### src/rtl/meas_ascii_fmt.sv
// -----------------------------------------------------------------------------
// meas_ascii_fmt
//
// Turns one signed millivolt sample into a fixed 8-character ASCII record such
// as "+1.234V\n" and hands it to the UART transmitter through its
// char-array / update / busy handshake. Magnitudes above MAX_MAG print as
// "OVERLD\r\n". The binary-to-BCD conversion is sequential (shift-add-3, one
// bit per cycle, 14 cycles), so the latency is fixed. Samples that arrive while
// the block is busy are rejected and counted.
//
// Ports
//   clk                 system clock
//   rst                 synchronous active-high reset, highest priority
//   sample_i            signed two's-complement measurement in mV
//   sample_valid_i      one-cycle qualifier for sample_i
//   clr_i               synchronous abort; also clears the drop counter
//   uart_busy_i         UART transfer busy, sampled only while waiting to send
//   char_array_o        record; char 0 in the top byte, transmitted first
//   char_array_update_o one-cycle pulse: record valid, start transfer
//   fmt_busy_o          high whenever the block is not idle
//   drop_cnt_o          saturating count of rejected samples
// -----------------------------------------------------------------------------
module meas_ascii_fmt #(
    parameter int         VAL_W     = 16,
    parameter int         CHAR_NR   = 8,
    parameter logic [7:0] UNIT_CHAR = 8'h56,
    parameter int         MAX_MAG   = 9999
) (
    input  logic                 clk,
    input  logic                 rst,
    input  logic [VAL_W-1:0]     sample_i,
    input  logic                 sample_valid_i,
    input  logic                 clr_i,
    input  logic                 uart_busy_i,
    output logic [CHAR_NR*8-1:0] char_array_o,
    output logic                 char_array_update_o,
    output logic                 fmt_busy_o,
    output logic [7:0]           drop_cnt_o
);

    typedef enum logic [1:0] {
        IDLE    = 2'd0,
        CONV    = 2'd1,
        WAIT_TX = 2'd2,
        SEND    = 2'd3
    } state_t;

    state_t            state;
    state_t            state_next;
    logic [3:0]        step_cnt;
    logic              sign;
    logic              ovl;
    logic [13:0]       mag_sh;
    logic [15:0]       bcd;
    logic [15:0]       bcd_next;
    logic [VAL_W:0]    mag_abs;
    logic [VAL_W:0]    sample_ext;
    logic              accept;
    logic              last_step;

    // One shift-add-3 step: correct every digit >= 5, then shift in one bit.
    function automatic logic [15:0] bcd_step(input logic [15:0] bcd_in,
                                             input logic        bit_in);
        logic [15:0] adj;
        adj = 16'h0000;
        for (int i = 0; i < 4; i++) begin
            if (bcd_in[4*i +: 4] >= 4'd5) begin
                adj[4*i +: 4] = bcd_in[4*i +: 4] + 4'd3;
            end else begin
                adj[4*i +: 4] = bcd_in[4*i +: 4];
            end
        end
        return {adj[14:0], bit_in};
    endfunction

    function automatic logic [7:0] ascii_digit(input logic [3:0] d);
        return 8'h30 + {4'h0, d};
    endfunction

    // The layout is fixed at 8 characters, hence the 64-bit record.
    function automatic logic [63:0] make_record(input logic        neg,
                                                input logic        over,
                                                input logic [15:0] digits);
        if (over) begin
            return {8'h4F, 8'h56, 8'h45, 8'h52, 8'h4C, 8'h44, 8'h0D, 8'h0A};
        end else begin
            return {(neg ? 8'h2D : 8'h2B),
                    ascii_digit(digits[15:12]), 8'h2E,
                    ascii_digit(digits[11:8]),
                    ascii_digit(digits[7:4]),
                    ascii_digit(digits[3:0]),
                    UNIT_CHAR, 8'h0A};
        end
    endfunction

    // Magnitude in VAL_W+1 bits so the most negative sample stays representable.
    always_comb begin
        sample_ext = {sample_i[VAL_W-1], sample_i};
        mag_abs    = sample_ext;
        if (sample_i[VAL_W-1]) begin
            mag_abs = (~sample_ext) + {{VAL_W{1'b0}}, 1'b1};
        end else begin
            mag_abs = sample_ext;
        end
    end

    // Handshake qualifiers and the BCD value after the current step.
    always_comb begin
        accept    = (state == IDLE) && sample_valid_i && !clr_i;
        last_step = (state == CONV) && (step_cnt == 4'd13);
        bcd_next  = bcd_step(bcd, mag_sh[13]);
    end

    // FSM state register.
    always_ff @(posedge clk) begin
        if (rst) begin
            state <= IDLE;
        end else begin
            state <= state_next;
        end
    end

    // FSM next-state logic; clr_i aborts from any state.
    always_comb begin
        state_next = state;
        if (clr_i) begin
            state_next = IDLE;
        end else begin
            case (state)
                IDLE:    state_next = sample_valid_i ? CONV : IDLE;
                CONV:    state_next = (step_cnt == 4'd13) ? WAIT_TX : CONV;
                WAIT_TX: state_next = uart_busy_i ? WAIT_TX : SEND;
                SEND:    state_next = IDLE;
                default: state_next = IDLE;
            endcase
        end
    end

    // Sample capture and the bit-serial conversion datapath.
    always_ff @(posedge clk) begin
        if (rst) begin
            sign     <= 1'b0;
            ovl      <= 1'b0;
            mag_sh   <= 14'd0;
            bcd      <= 16'd0;
            step_cnt <= 4'd0;
        end else if (accept) begin
            sign     <= sample_i[VAL_W-1];
            ovl      <= (mag_abs > (VAL_W+1)'(MAX_MAG));
            mag_sh   <= mag_abs[13:0];
            bcd      <= 16'd0;
            step_cnt <= 4'd0;
        end else if ((state == CONV) && !clr_i) begin
            mag_sh   <= {mag_sh[12:0], 1'b0};
            bcd      <= bcd_next;
            step_cnt <= step_cnt + 4'd1;
        end else begin
            mag_sh   <= mag_sh;
            bcd      <= bcd;
            step_cnt <= step_cnt;
        end
    end

    // Record register: loaded only on the last conversion step, using the
    // digits that step produces, so it is stable from WAIT_TX onward.
    always_ff @(posedge clk) begin
        if (rst) begin
            char_array_o <= '0;
        end else if (last_step && !clr_i) begin
            char_array_o <= make_record(sign, ovl, bcd_next);
        end else begin
            char_array_o <= char_array_o;
        end
    end

    // Status outputs registered from the next state so they track it exactly.
    always_ff @(posedge clk) begin
        if (rst) begin
            char_array_update_o <= 1'b0;
            fmt_busy_o          <= 1'b0;
        end else begin
            char_array_update_o <= (state_next == SEND);
            fmt_busy_o          <= (state_next != IDLE);
        end
    end

    // Saturating counter of samples rejected because the block was busy.
    always_ff @(posedge clk) begin
        if (rst) begin
            drop_cnt_o <= 8'd0;
        end else if (clr_i) begin
            drop_cnt_o <= 8'd0;
        end else if (sample_valid_i && (state != IDLE) && (drop_cnt_o != 8'hFF)) begin
            drop_cnt_o <= drop_cnt_o + 8'd1;
        end else begin
            drop_cnt_o <= drop_cnt_o;
        end
    end

endmodule

### config.mk
export PLATFORM = sky130hd
export DESIGN_NAME = meas_ascii_fmt
export DESIGN_NICKNAME = d
export VERILOG_FILES = /design/src/rtl/meas_ascii_fmt.sv
export SDC_FILE = /design/constraint.sdc
export NUM_CORES = 1
export LEC_CHECK = 0
export ABC_CLOCK_PERIOD_IN_PS = 3900
export BUFFER_PORTS_ARGS = -buffer_cell sky130_fd_sc_hd__clkbuf_2
export CORE_UTILIZATION = 25
export CTS_BUF_LIST = sky130_fd_sc_hd__clkbuf_4 sky130_fd_sc_hd__clkbuf_8 sky130_fd_sc_hd__clkbuf_16
export CTS_CLUSTER_DIAMETER = 50
export CTS_CLUSTER_SIZE = 25
export DETAILED_ROUTE_END_ITERATION = 8
export PLACE_DENSITY_LB_ADDON = 0.08
export SYNTH_ARGS = -nofsm -noshare
export SYNTH_HDL_FRONTEND = slang
export SYNTH_SLANG_ARGS = --single-unit
export TNS_END_PERCENT = 20
### constraint.sdc
create_clock -name clk -period 3.9 [get_ports clk]
set_input_delay 1.17 -clock clk [delete_from_list [all_inputs] [get_ports clk]]
set_output_delay 1.17 -clock clk [all_outputs]
set_load 0.03 [all_outputs]
==> flow_summary_export.csv <==
group,metric,value,unit
detailed_routing,avgRoutedWirePerCell,12.93,um
yosys,netlist_area,3636,sq um
timing,clock_skew,0.006255,ns
critical_path,cp_slowest_stage_delay,0.44,ns
timing,setup_viol,0,
yosys,syn_inst,437,
detailed_routing,finalWirelength,8664,um
clock_tree,cts_sinks,69,
clock_tree,cts_tree,"done",
yosys,synth_edf_count,0,
clock_tree,path_clk_slew,0.06,ns
floorplanning,initial_utilization,25.89,%
critical_path,worstPathCellList,"clkbuf_2 > inv_1 > ha_1 > nor4b_1 > nand2_1 > o41ai_1 > a21oi_1 > a311oi_1 > o22ai_1",
critical_path,crit_path_max_fanout,7,
cells_and_area,n_fill_cell,1526,
place,dpl.hpwl,6191,um
yosys,synthTopCellsByArea,"dfxtp_1 (38%), buf_4 (8.9%), a21oi_1 (5.6%)",
timing,fmax,0.3418,GHz
worst_hold_path,hp-start,"mag_sh[1]",
global_routing,grt_pass1_vias,2844,
worst_hold_path,hold_path_end,"mag_sh[1]",
yosys,yosysSeqAreaShare,37.99,%
global_routing,grt_pass1_wl,14000,um
worst_hold_path,holdPathStages,2,
clock_tree,post-cts-setup-buffer-count,0,
power_and_ir_drop,p_int,1364,uW
cells_and_area,num_antenna_cells,0,
timing,report.final.hold_viol_count,0,
global_routing,grt_antenna_before_repair,0,
detailed_routing,via_per_inst,4.596,
floorplanning,die_w,122.6,um
clock_tree,root_buffer,"clkbuf_16",
yosys,yosysWarnings,0,
critical_path,cp-start-kind,"input pin",
timing,tns,0,ns
yosys,synthFlopType,"dfxtp_1",
yosys,async_flop_share,0,%
power_and_ir_drop,power_density,419.1,nW/um^2
clock_tree,numCtsBuffers,9,
yosys,synth-seq-cells,69,
global_routing,grt_overflow,0,
critical_path,cp-end-kind,"flop",
power_and_ir_drop,p_sw_share,23.80,%
yosys,synth.top_cell.area_share,37.99,%
critical_path,r2r_slack,1.87,ns
cells_and_area,nets,518,
yosys,synth_top_area_cell,"dfxtp_1",
power_and_ir_drop,ir_drop,222.6,uV
outcome,outcome,"finished, final reports clean",
critical_path,worstPathArrival,3.14,ns
timing,period_share,75.01,%
critical_path,critical_path_required,4.11,ns
critical_path,r2r-end,"char_array_o[34]",
cells_and_area,postLayoutCoreUtil,30.43,%
timing,slew_violations,0,
critical_path,rr_startpoint,"state[0]",
timing,layout_min_cycle_time,2.926,ns
global_routing,grt_start_max_net_pins,38,
clock_tree,clk-insertion-delay-late,0.34,ns
global_routing,track_usage,12.24,%
place,globalplace.congestion,0.7542,
floorplanning,die-height,122.6,um
floorplanning,core-area,14040,sq um
detailed_routing,ant_nets,0,
cells_and_area,area_delta_synth_final,17.52,%
clock_tree,cts_resized,0,
yosys,avgSynthCellArea,8.320,sq um
power_and_ir_drop,pwr-share-comb,8.2,%
detailed_routing,drc,0,
power_and_ir_drop,p_leak,0.001714,uW
detailed_routing,drt_iter0_markers,97,
timing,rsz0062_at_grt,"false",
worst_hold_path,hp-class,"flop to flop",
power_and_ir_drop,clkPwrFrac,51.0,%
critical_path,setup.worst_path.class,"input pin to flop",
detailed_routing,first_pass_iters,4,
floorplanning,io_pins,95,
detailed_routing,detailroute.via_count,3079,
timing,worst_pin_slew,0.7979,ns
cells_and_area,drive_above_1_share,22.04,%
run,cap_violations,0,
timing,relSlewSlack,46.56,%
clock_tree,h-tree-depth,3,
clock_tree,clock_tree.buffer_depth,2,
cells_and_area,seq_area,1381,sq um
critical_path,slowest_stage,"nor4b_1",
floorplanning,rows,43,
place,port_buffers,78,
power_and_ir_drop,pwr-share-seq,40.8,%
critical_path,reg2reg_depth,6,
yosys,ys_types,42,
power_and_ir_drop,switchingPower,426.2,uW
cells_and_area,multi_input_area,1848,sq um
floorplanning,die_area,15030,sq um
clock_tree,cts_hold_buffers,0,
[worst max-delay path by stage]
stage,start,endpoint,slack (ns),depth (start not counted)
detailed placement,sample_i[6],ovl,0.68,7
global placement,sample_i[6],ovl,0.71,7
CTS,sample_i[0],ovl,1.03,9
floorplan,sample_i[6],ovl,0.93,6
global route,sample_i[1],ovl,0.78,9
finish,sample_i[0],ovl,0.97,9
[state kept, by name, summed over array words and instances (netlist names)]
name	cells
char_array_update_o	1
drop_cnt_o	8
bcd	16
step_cnt	4
char_array_o	21
sign	1
ovl	1
mag_sh	14
fmt_busy_o	1
state	2
[metal layers]
layer | track usage (%) | routed length [um] | vias to the layer above
li1 | - | - | 1561
met5 | 0 | 0 | -
met4 | 5.107 | 159 | 0
met3 | 3.996 | 418 | 12
met1 | 14.74 | 3998 | 1427
met2 | 19.91 | 4088 | 79
[layout make-up]
| cell class | instances | share of cell area, % |
|---|---|---|
| clock buffer | 11 | 5.915 |
| clock inverter | 5 | 1.903 |
| inverter | 13 | 1.142 |
| multi-input combinational | 308 | 43.25 |
| sequential | 69 | 32.33 |
| tap | 180 | 5.271 |
| timing repair buffer | 84 | 10.19 |
[logic make-up after synthesis]
group,share of synthesized area [%]
simple gates,19.06
other cells,0.1031
fa+ha+maj,4.129
compound gates,17.28
mux,2.065
flops,37.99
buf+inv,12.87
xor+xnor,6.504
[worst max-delay path: cells and delay by family]
family | cells | cell delay, ns
adders and majority gates | 1 | 0.18
buffers and inverters | 2 | 0.15
AOI/OAI and AO/OA | 4 | 0.92
and+or+nand+nor | 2 | 0.72
[cell usage after synthesis (2+ instances only)]
cell      number
xor2_1        10
or3_1          3
and3_1         5
mux2i_1        6
buf_6          2
o41ai_1        3
xnor2_1       17
nand2b_1      11
a211oi_1       8
nor2_1        48
inv_1         13
a22oi_1       19
clkbuf_1      13
buf_4         43
a311oi_1       3
nor3_1         9
dfxtp_1       69
o22ai_1        6
a31oi_1        2
nand2_1       48
o21ai_0       12
o31ai_1        4
nand4_1        4
or4_4          2
buf_1          3
or2_2          2
ha_1          12
nor3b_1        6
a21oi_1       41
[metrics by stage]
stage               hold slack (ns)  setup slack [ns]  total power [uW]  cell area, sq um  instances
floorplan                    0.4363            0.9341             863.2              3692        452
finish                       0.4531            0.9745              1791              4273        670
global route                 0.4825            0.7793              1870              4273        670
global placement             0.4464            0.7101             895.1              3939        654
detailed placement           0.4493            0.6816             895.5              3939        654
CTS                          0.4573             1.029              1830              4273        670
[placed cells by master (no fill, tap or decap), types with 2 or more instances in the layout]
cell,Yosys,final
nor3_1,9,9
bufinv_16,0,2
a211oi_1,8,8
clkbuf_8,1,2
xnor2_1,17,17
or2_2,2,2
inv_1,13,13
a311oi_1,3,3
nand4_1,4,4
dfxtp_1,69,69
nor3b_1,6,5
nand2b_1,11,11
and3_1,5,5
or3_1,3,3
o22ai_1,6,6
or4_4,2,2
a22oi_1,19,19
conb_1,1,16
o41ai_1,3,3
mux2i_1,6,6
xor2_1,10,10
clkbuf_16,0,9
a31oi_1,2,2
a21oi_1,41,41
nand2_1,48,48
buf_4,43,6
o31ai_1,4,4
nor2_1,48,48
clkbuf_2,0,78
o21ai_0,12,12
ha_1,12,12
[power groups by stage]
stage | logic (uW) | registers (uW) | clock network [uW]
2_1_floorplan | 120 | 743 | 0
3_5_place_dp | 149 | 746 | 0
4_1_cts | 150 | 731 | 949
6_report | 147 | 730 | 913
5_1_grt | 165 | 732 | 973
3_3_place_gp | 149 | 746 | 0
(Power assumes the default switching activity.)
